[src/rtl/qspi_flash_responder.sv]
// SPI/QSPI boot-flash responder: oversamples the initiator's sck/cs/dq and answers
// READ, FAST_READ, QUAD_OUT_READ and RDID from a byte-wide synchronous memory port.
module qspi_flash_responder #(
    parameter int unsigned ADDR_W      = 24,
    parameter logic [23:0] JEDEC_ID    = 24'hEF4018,
    parameter int unsigned DUMMY_CYC   = 8,
    parameter int unsigned SYNC_STAGES = 2
) (
    input  logic              clkin1,
    input  logic              globalrst,
    input  logic              qspi_sck,
    input  logic              qspi_cs,
    input  logic [3:0]        qspi_dq_i,
    output logic [3:0]        qspi_dq_o,
    output logic [3:0]        qspi_dq_oe,
    output logic              mem_req,
    output logic [ADDR_W-1:0] mem_addr,
    input  logic [7:0]        mem_rdata,
    output logic              busy,
    output logic              cmd_err
);

    localparam int unsigned CNT_MAX = (DUMMY_CYC > 24) ? DUMMY_CYC : 24;
    localparam int unsigned CNT_W   = $clog2(CNT_MAX + 1);

    localparam logic [2:0] ST_IDLE   = 3'd0;
    localparam logic [2:0] ST_CMD    = 3'd1;
    localparam logic [2:0] ST_ADDR   = 3'd2;
    localparam logic [2:0] ST_DUMMY  = 3'd3;
    localparam logic [2:0] ST_DATA   = 3'd4;
    localparam logic [2:0] ST_ID     = 3'd5;
    localparam logic [2:0] ST_IGNORE = 3'd6;

    logic [SYNC_STAGES-1:0] sck_sync;
    logic [SYNC_STAGES-1:0] cs_sync;
    logic [SYNC_STAGES-1:0] dq0_sync;
    logic                   sck_d;
    logic                   cs_d;
    logic                   sck_s;
    logic                   cs_s;
    logic                   dq0;
    logic                   sck_rise;
    logic                   sck_fall;
    logic                   cs_fall;
    logic                   unused_dq_hi;

    logic [2:0]        state,    state_n;
    logic [CNT_W-1:0]  bit_cnt,  bit_cnt_n;
    logic [22:0]       shift_in, shift_n;
    logic              quad,     quad_n;
    logic              fast,     fast_n;
    logic [1:0]        id_idx,   id_idx_n;
    logic [7:0]        out_sr,   out_sr_n;
    logic [ADDR_W-1:0] addr,     addr_n;
    logic              rd_pend,  rd_pend_n;
    logic [3:0]        dq_o_n;
    logic [3:0]        dq_oe_n;
    logic              mem_req_n;
    logic [ADDR_W-1:0] mem_addr_n;
    logic              busy_n;
    logic              cmd_err_n;

    logic [7:0]        opcode_rx;
    logic [ADDR_W-1:0] addr_rx;
    logic [ADDR_W-1:0] addr_inc;
    logic [1:0]        id_next;

    // Only dq0 carries initiator data; the upper lanes are output-only for this responder.
    assign unused_dq_hi = ^qspi_dq_i[3:1];

    always_ff @(posedge clkin1) begin
        if (globalrst) begin
            sck_sync <= '0;
            cs_sync  <= '0;
            dq0_sync <= '0;
            sck_d    <= 1'b0;
            cs_d     <= 1'b0;
        end else begin
            sck_sync <= {sck_sync[SYNC_STAGES-2:0], qspi_sck};
            cs_sync  <= {cs_sync[SYNC_STAGES-2:0], qspi_cs};
            dq0_sync <= {dq0_sync[SYNC_STAGES-2:0], qspi_dq_i[0]};
            sck_d    <= sck_s;
            cs_d     <= cs_s;
        end
    end

    assign sck_s    = sck_sync[SYNC_STAGES-1];
    assign cs_s     = cs_sync[SYNC_STAGES-1];
    assign dq0      = dq0_sync[SYNC_STAGES-1];
    assign sck_rise = sck_s & ~sck_d;
    assign sck_fall = ~sck_s & sck_d;
    assign cs_fall  = ~cs_s & cs_d;

    assign opcode_rx = {shift_in[6:0], dq0};
    assign addr_rx   = ADDR_W'({shift_in, dq0});
    assign addr_inc  = addr + ADDR_W'(1);
    assign id_next   = (id_idx == 2'd2) ? 2'd0 : id_idx + 2'd1;

    function automatic logic [7:0] id_byte(input logic [1:0] idx);
        case (idx)
            2'd0:    id_byte = JEDEC_ID[23:16];
            2'd1:    id_byte = JEDEC_ID[15:8];
            default: id_byte = JEDEC_ID[7:0];
        endcase
    endfunction

    always_ff @(posedge clkin1) begin
        if (globalrst) begin
            state      <= ST_IDLE;
            bit_cnt    <= '0;
            shift_in   <= '0;
            quad       <= 1'b0;
            fast       <= 1'b0;
            id_idx     <= '0;
            out_sr     <= '0;
            addr       <= '0;
            rd_pend    <= 1'b0;
            qspi_dq_o  <= '0;
            qspi_dq_oe <= '0;
            mem_req    <= 1'b0;
            mem_addr   <= '0;
            busy       <= 1'b0;
            cmd_err    <= 1'b0;
        end else begin
            state      <= state_n;
            bit_cnt    <= bit_cnt_n;
            shift_in   <= shift_n;
            quad       <= quad_n;
            fast       <= fast_n;
            id_idx     <= id_idx_n;
            out_sr     <= out_sr_n;
            addr       <= addr_n;
            rd_pend    <= rd_pend_n;
            qspi_dq_o  <= dq_o_n;
            qspi_dq_oe <= dq_oe_n;
            mem_req    <= mem_req_n;
            mem_addr   <= mem_addr_n;
            busy       <= busy_n;
            cmd_err    <= cmd_err_n;
        end
    end

    // Next-state and registered-output logic; a deasserted cs overrides everything.
    always_comb begin
        state_n    = state;
        bit_cnt_n  = bit_cnt;
        shift_n    = shift_in;
        quad_n     = quad;
        fast_n     = fast;
        id_idx_n   = id_idx;
        out_sr_n   = out_sr;
        addr_n     = addr;
        rd_pend_n  = mem_req;
        dq_o_n     = qspi_dq_o;
        dq_oe_n    = qspi_dq_oe;
        mem_req_n  = 1'b0;
        mem_addr_n = mem_addr;
        busy_n     = busy;
        cmd_err_n  = 1'b0;

        if (cs_s) begin
            state_n   = ST_IDLE;
            bit_cnt_n = '0;
            shift_n   = '0;
            rd_pend_n = 1'b0;
            dq_o_n    = '0;
            dq_oe_n   = '0;
            busy_n    = 1'b0;
        end else begin
            case (state)
                ST_IDLE: begin
                    if (cs_fall) begin
                        state_n   = ST_CMD;
                        bit_cnt_n = '0;
                        busy_n    = 1'b1;
                    end
                end
                ST_CMD: begin
                    if (sck_rise) begin
                        shift_n = {shift_in[21:0], dq0};
                        if (bit_cnt == CNT_W'(7)) begin
                            bit_cnt_n = '0;
                            case (opcode_rx)
                                8'h03: begin
                                    state_n = ST_ADDR;
                                    quad_n  = 1'b0;
                                    fast_n  = 1'b0;
                                end
                                8'h0B: begin
                                    state_n = ST_ADDR;
                                    quad_n  = 1'b0;
                                    fast_n  = 1'b1;
                                end
                                8'h6B: begin
                                    state_n = ST_ADDR;
                                    quad_n  = 1'b1;
                                    fast_n  = 1'b1;
                                end
                                8'h9F: begin
                                    state_n  = ST_ID;
                                    id_idx_n = 2'd0;
                                    out_sr_n = id_byte(2'd0);
                                end
                                default: begin
                                    state_n   = ST_IGNORE;
                                    cmd_err_n = 1'b1;
                                end
                            endcase
                        end else begin
                            bit_cnt_n = bit_cnt + CNT_W'(1);
                        end
                    end
                end
                ST_ADDR: begin
                    if (sck_rise) begin
                        shift_n = {shift_in[21:0], dq0};
                        if (bit_cnt == CNT_W'(23)) begin
                            bit_cnt_n = '0;
                            addr_n    = addr_rx;
                            if (fast) begin
                                state_n = ST_DUMMY;
                            end else begin
                                state_n    = ST_DATA;
                                mem_req_n  = 1'b1;
                                mem_addr_n = addr_rx;
                            end
                        end else begin
                            bit_cnt_n = bit_cnt + CNT_W'(1);
                        end
                    end
                end
                ST_DUMMY: begin
                    if (sck_rise) begin
                        if (bit_cnt == CNT_W'(DUMMY_CYC - 1)) begin
                            bit_cnt_n  = '0;
                            state_n    = ST_DATA;
                            mem_req_n  = 1'b1;
                            mem_addr_n = addr;
                        end else begin
                            bit_cnt_n = bit_cnt + CNT_W'(1);
                        end
                    end
                end
                ST_DATA: begin
                    // Last bit/nibble of a byte prefetches the next address well before the next fall.
                    if (sck_fall) begin
                        if (quad) begin
                            dq_o_n   = out_sr[7:4];
                            dq_oe_n  = 4'hF;
                            out_sr_n = {out_sr[3:0], 4'h0};
                        end else begin
                            dq_o_n   = {2'b00, out_sr[7], 1'b0};
                            dq_oe_n  = 4'b0010;
                            out_sr_n = {out_sr[6:0], 1'b0};
                        end
                        if (bit_cnt == (quad ? CNT_W'(1) : CNT_W'(7))) begin
                            bit_cnt_n  = '0;
                            addr_n     = addr_inc;
                            mem_req_n  = 1'b1;
                            mem_addr_n = addr_inc;
                        end else begin
                            bit_cnt_n = bit_cnt + CNT_W'(1);
                        end
                    end
                end
                ST_ID: begin
                    if (sck_fall) begin
                        dq_o_n  = {2'b00, out_sr[7], 1'b0};
                        dq_oe_n = 4'b0010;
                        if (bit_cnt == CNT_W'(7)) begin
                            bit_cnt_n = '0;
                            id_idx_n  = id_next;
                            out_sr_n  = id_byte(id_next);
                        end else begin
                            bit_cnt_n = bit_cnt + CNT_W'(1);
                            out_sr_n  = {out_sr[6:0], 1'b0};
                        end
                    end
                end
                ST_IGNORE: begin
                    dq_oe_n = '0;
                end
                default: begin
                    state_n = ST_IDLE;
                end
            endcase
            if (rd_pend) begin
                out_sr_n = mem_rdata;
            end
        end
    end

endmodule

[config.mk]
export PLATFORM = sky130hd
export DESIGN_NAME = qspi_flash_responder
export DESIGN_NICKNAME = d
export VERILOG_FILES = /design/src/rtl/qspi_flash_responder.sv
export SDC_FILE = /design/constraint.sdc
export NUM_CORES = 1
export LEC_CHECK = 0
export CAP_MARGIN = 20
export CORE_MARGIN = 1.5
export CORE_UTILIZATION = 65
export CTS_BUF_LIST = sky130_fd_sc_hd__clkbuf_8
export DETAILED_ROUTE_END_ITERATION = 6
export PLACE_DENSITY = 0.95
export SLEW_MARGIN = 20
export SYNTH_ARGS = -nofsm -noshare
export SYNTH_HDL_FRONTEND = slang
export SYNTH_SLANG_ARGS = --single-unit
[constraint.sdc]
create_clock -name clkin1 -period 4.59 [get_ports clkin1]
set_clock_uncertainty 0.05 [all_clocks]
set_input_delay 1.1475 -clock clkin1 [delete_from_list [all_inputs] [get_ports clkin1]]
set_output_delay 1.1475 -clock clkin1 [all_outputs]
set_load 0.02 [all_outputs]
==> flow_metrics.py <==
metrics = {
    "run_status": {
        "status": "complete, but fails checks",
        "violations": "design-rule violations",
    },
    "setup_path": {
        "critPathArrivalTime_ns": 3.57,
        "ff2ff_setup_slack_ns": 1.25,
        "critPathSlowestCell": "dfxtp_1",
        "end_kind": "flip-flop",
        "required_ns": 4.82,
        "cp_top_family": "simple AND/OR/NAND/NOR gates",
        "path_cells": "and3b_1 > a221o_1 > and2_1 > a21oi_1 > a311oi_1",
        "path_buf_inv": 0,
        "slowest_delay_ns": 0.89,
        "critPathMaxFanout": 25,
        "start_kind": "flip-flop",
        "crit_type": "reg -> reg",
    },
    "drt": {
        "wl_met2_um": 7710,
        "num_vias": 6305,
        "route.detailed.drc": 20,
        "drt_iter0_markers": 944,
        "drtPass1Iterations": 7,
        "ant_nets": 0,
        "wl_met1_um": 6500,
        "viasPerCell": 7.28,
        "wl_per_cell_um": 19.7,
        "routed_wl_um": 17100,
        "top_layer_used": "met4",
        "met3_length_um": 2250,
    },
    "hold_path": {
        "min_path_type": "reg -> reg",
    },
    "finish": {
        "finalNonFillerCells": 866,
        "drive_gt1_share_pct": 6.46,
        "area_delta_synth_final_pct": 10.9,
        "nets": 771,
        "diodes": 0,
    },
    "clock_network": {
        "cts-resized-gates": 0,
        "cts_hold_buffers": 0,
        "post_cts_buffers": 0,
        "htree_levels": 3,
        "clkSlewWorstSetupHoldPaths_ns": 0.10,
        "cts.sinks": 109,
        "cts.path.max_buffers": 2,
        "cts_root_buffer": "clkbuf_8",
        "cts_made_buffers": 9,
        "worstSkewPairLatency_ns": 0.38,
        "tritoncts": "yes",
    },
    "synthesis": {
        "synth_top_area_share_pct": 36.8,
        "synthTopCellsByArea": "dfxtp_1, a21oi_1, mux2i_1",
        "ys_ff_latch": 109,
        "synth.avg_cell_area_um2": 7.93,
        "synth_sequential_area_ratio_pct": 36.8,
        "ys.flop_type": "dfxtp_1",
        "syn-cell-area_um2": 5940,
        "synth_edf_count": 0,
        "synth_largest_area_cell": "dfxtp_1",
        "syn-num-nets": 767,
        "yosysUniqueCellTypes": 72,
        "synthCells": 749,
        "synthArstFlopShare_pct": 0,
        "yosysWarnings": 0,
    },
    "placement": {
        "numPortBuffers": 47,
        "dpl.hpwl_um": 11100,
        "dp_slack_ns": 1.33,
        "dpl.cell_count": 850,
        "gp_congestion": 1.05,
    },
    "global_route": {
        "grt_pass1_wl_um": 27800,
        "overflow": 0,
        "gr-usage-all-layers_pct": 35.0,
        "antenna_found_initial": 0,
        "grt_pass1_vias": 5623,
        "grt_max_degree": 69,
    },
    "sta": {
        "final_hold_viol_count": 0,
        "setup_viol": 0,
        "period_needed_ns": 3.34,
        "fin_crit_sh_pct": 72.8,
        "drv_slew": 0,
        "max_freq_ghz": 0.299,
        "relSlewSlack_pct": 33.4,
        "rsz0062_at_grt": "false",
        "tightest_slew_ns": 1.00,
        "fin_tns_setup_ns": 0,
        "worst_slack_ns": 1.25,
    },
    "floorplan": {
        "num_rows": 34,
        "core_um2": 8810,
        "dieWidth_um": 98.6,
        "die_area_um2": 9720,
        "fp.dieH_um": 98.6,
        "initial_core_util_pct": 67.4,
        "ios": 51,
    },
    "pwr": {
        "leakagePower_nw": 2.21,
        "p_int_mw": 1.28,
        "p_comb_share_pct": 3.7,
        "swShare_pct": 22.6,
        "p_clk_share_pct": 38.6,
        "power_frac_seq_pct": 57.7,
        "p_sw_mw": 0.374,
        "pwr_density_cell_nw_per_um2": 251,
        "max-vdd-ir-drop_v": 0.000189,
    },
    "flow_run": {
        "cap_violations": 0,
    },
}
==> flip-flops by register name (all words and copies together) (netlist names) <==
register / count
addr: 24
mem_addr: 24
shift_in: 23
out_sr: 8
bit_cnt: 5
qspi_dq_o: 4
state: 3
cs_sync: 2
dq0_sync: 2
id_idx: 2
qspi_dq_oe: 2
sck_sync: 2
busy: 1
cmd_err: 1
cs_d: 1
fast: 1
mem_req: 1
quad: 1
rd_pend: 1
sck_d: 1
==> cells in the mapped netlist, types with 7 or more instances <==
cell type    n
nor2b_1     15
nand3_1     31
o32ai_1      8
mux2i_1     28
a311oi_1     9
inv_1       10
nor3_1      16
and2_1      14
o21ai_0     46
a221oi_1     8
a21oi_1     83
dfxtp_1    109
nand2_1     61
a31oi_1      9
a211oi_1    30
buf_2       18
nor4_1      11
clkbuf_1    43
nor3b_1      7
nor2_1      69
nand4_1     16
==> cell usage in the layout, fill, tap and decap left out, types with 5 or more instances in the layout <==
| master | Yosys | layout |
|---|---|---|
| dfxtp_1 | 109 | 109 |
| a21oi_1 | 83 | 82 |
| nor2_1 | 69 | 69 |
| nand2_1 | 61 | 61 |
| o21ai_0 | 46 | 46 |
| clkdlybuf4s50_1 | 0 | 46 |
| nand3_1 | 31 | 31 |
| a211oi_1 | 30 | 30 |
| mux2i_1 | 28 | 28 |
| nand4_1 | 16 | 16 |
| nor3_1 | 16 | 15 |
| nor2b_1 | 15 | 15 |
| and2_1 | 14 | 14 |
| inv_1 | 10 | 12 |
| buf_4 | 3 | 12 |
| nor4_1 | 11 | 10 |
| a31oi_1 | 9 | 9 |
| a311oi_1 | 9 | 9 |
| clkbuf_8 | 0 | 9 |
| o32ai_1 | 8 | 8 |
| a221oi_1 | 8 | 8 |
| nor3b_1 | 7 | 7 |
| or2_2 | 5 | 5 |
| nand3b_1 | 5 | 5 |
| o31ai_1 | 5 | 5 |
| o22ai_1 | 5 | 5 |
==> stage by stage <==
step           hold WS (ns)  utilization, %  area, um^2  power, mW
2_1_floorplan         0.364               -        5940       1.01
3_3_place_gp          0.369            72.1        6350       1.03
3_5_place_dp          0.379            72.1        6350       1.03
4_1_cts               0.404            74.6        6570       1.65
5_1_grt               0.412            74.8        6590       1.70
6_report              0.399            74.8        6590       1.65
==> layer usage <==
metal,vias to the layer above,track usage (%)
met5,-,0
met4,0,14.7
met3,94,8.65
met2,536,55.9
met1,2868,45.4
li1,2807,-
==> area by class of cell <==
cell class              count  area, um^2
well taps                 108         135
fillers                   602        2220
inverters                  10        37.5
flip-flops and latches    109        2180
clock inverters             7        90.1
repair buffers             59         556
multi-input cells         564        3460
clock buffers               9         124
==> power by group through the flow <==
stage	logic [mW]	registers, mW	clock network, mW
2_1_floorplan	0.0350	0.975	0
3_3_place_gp	0.0565	0.975	0
3_5_place_dp	0.0580	0.976	0
4_1_cts	0.0585	0.954	0.634
5_1_grt	0.0641	0.955	0.679
6_report	0.0604	0.954	0.638
==> worst reg2reg max path, cell delays in order, from the launching register on <==
cell,delay [ns]
dfxtp_1,0.89
and3b_1,0.72
a221o_1,0.29
and2_1,0.80
a21oi_1,0.18
a311oi_1,0.32
==> kinds of logic (layout without fill, tap and decap cells) <==
logic type	after synthesis	after routing	synth area share (%)
simple gates	286	286	25.3
flops	109	109	36.8
compound gates	247	247	27.2
buf+inv	76	85	5.50
fa+ha+maj	2	2	0.421
mux	28	28	4.72
xor+xnor	1	1	0.148
==> path summary, 6_finish.rpt <==
path | start | endpoint | cells past startpoint
worst max-delay path | state[1] | mem_addr[13] | 5
worst min-delay path | dq0_sync[0] | dq0_sync[1] | 1
worst max register to register | state[1] | mem_addr[13] | 5
worst min register to register | dq0_sync[0] | dq0_sync[1] | 1
Note: power is estimated with default switching activity, not from simulation.
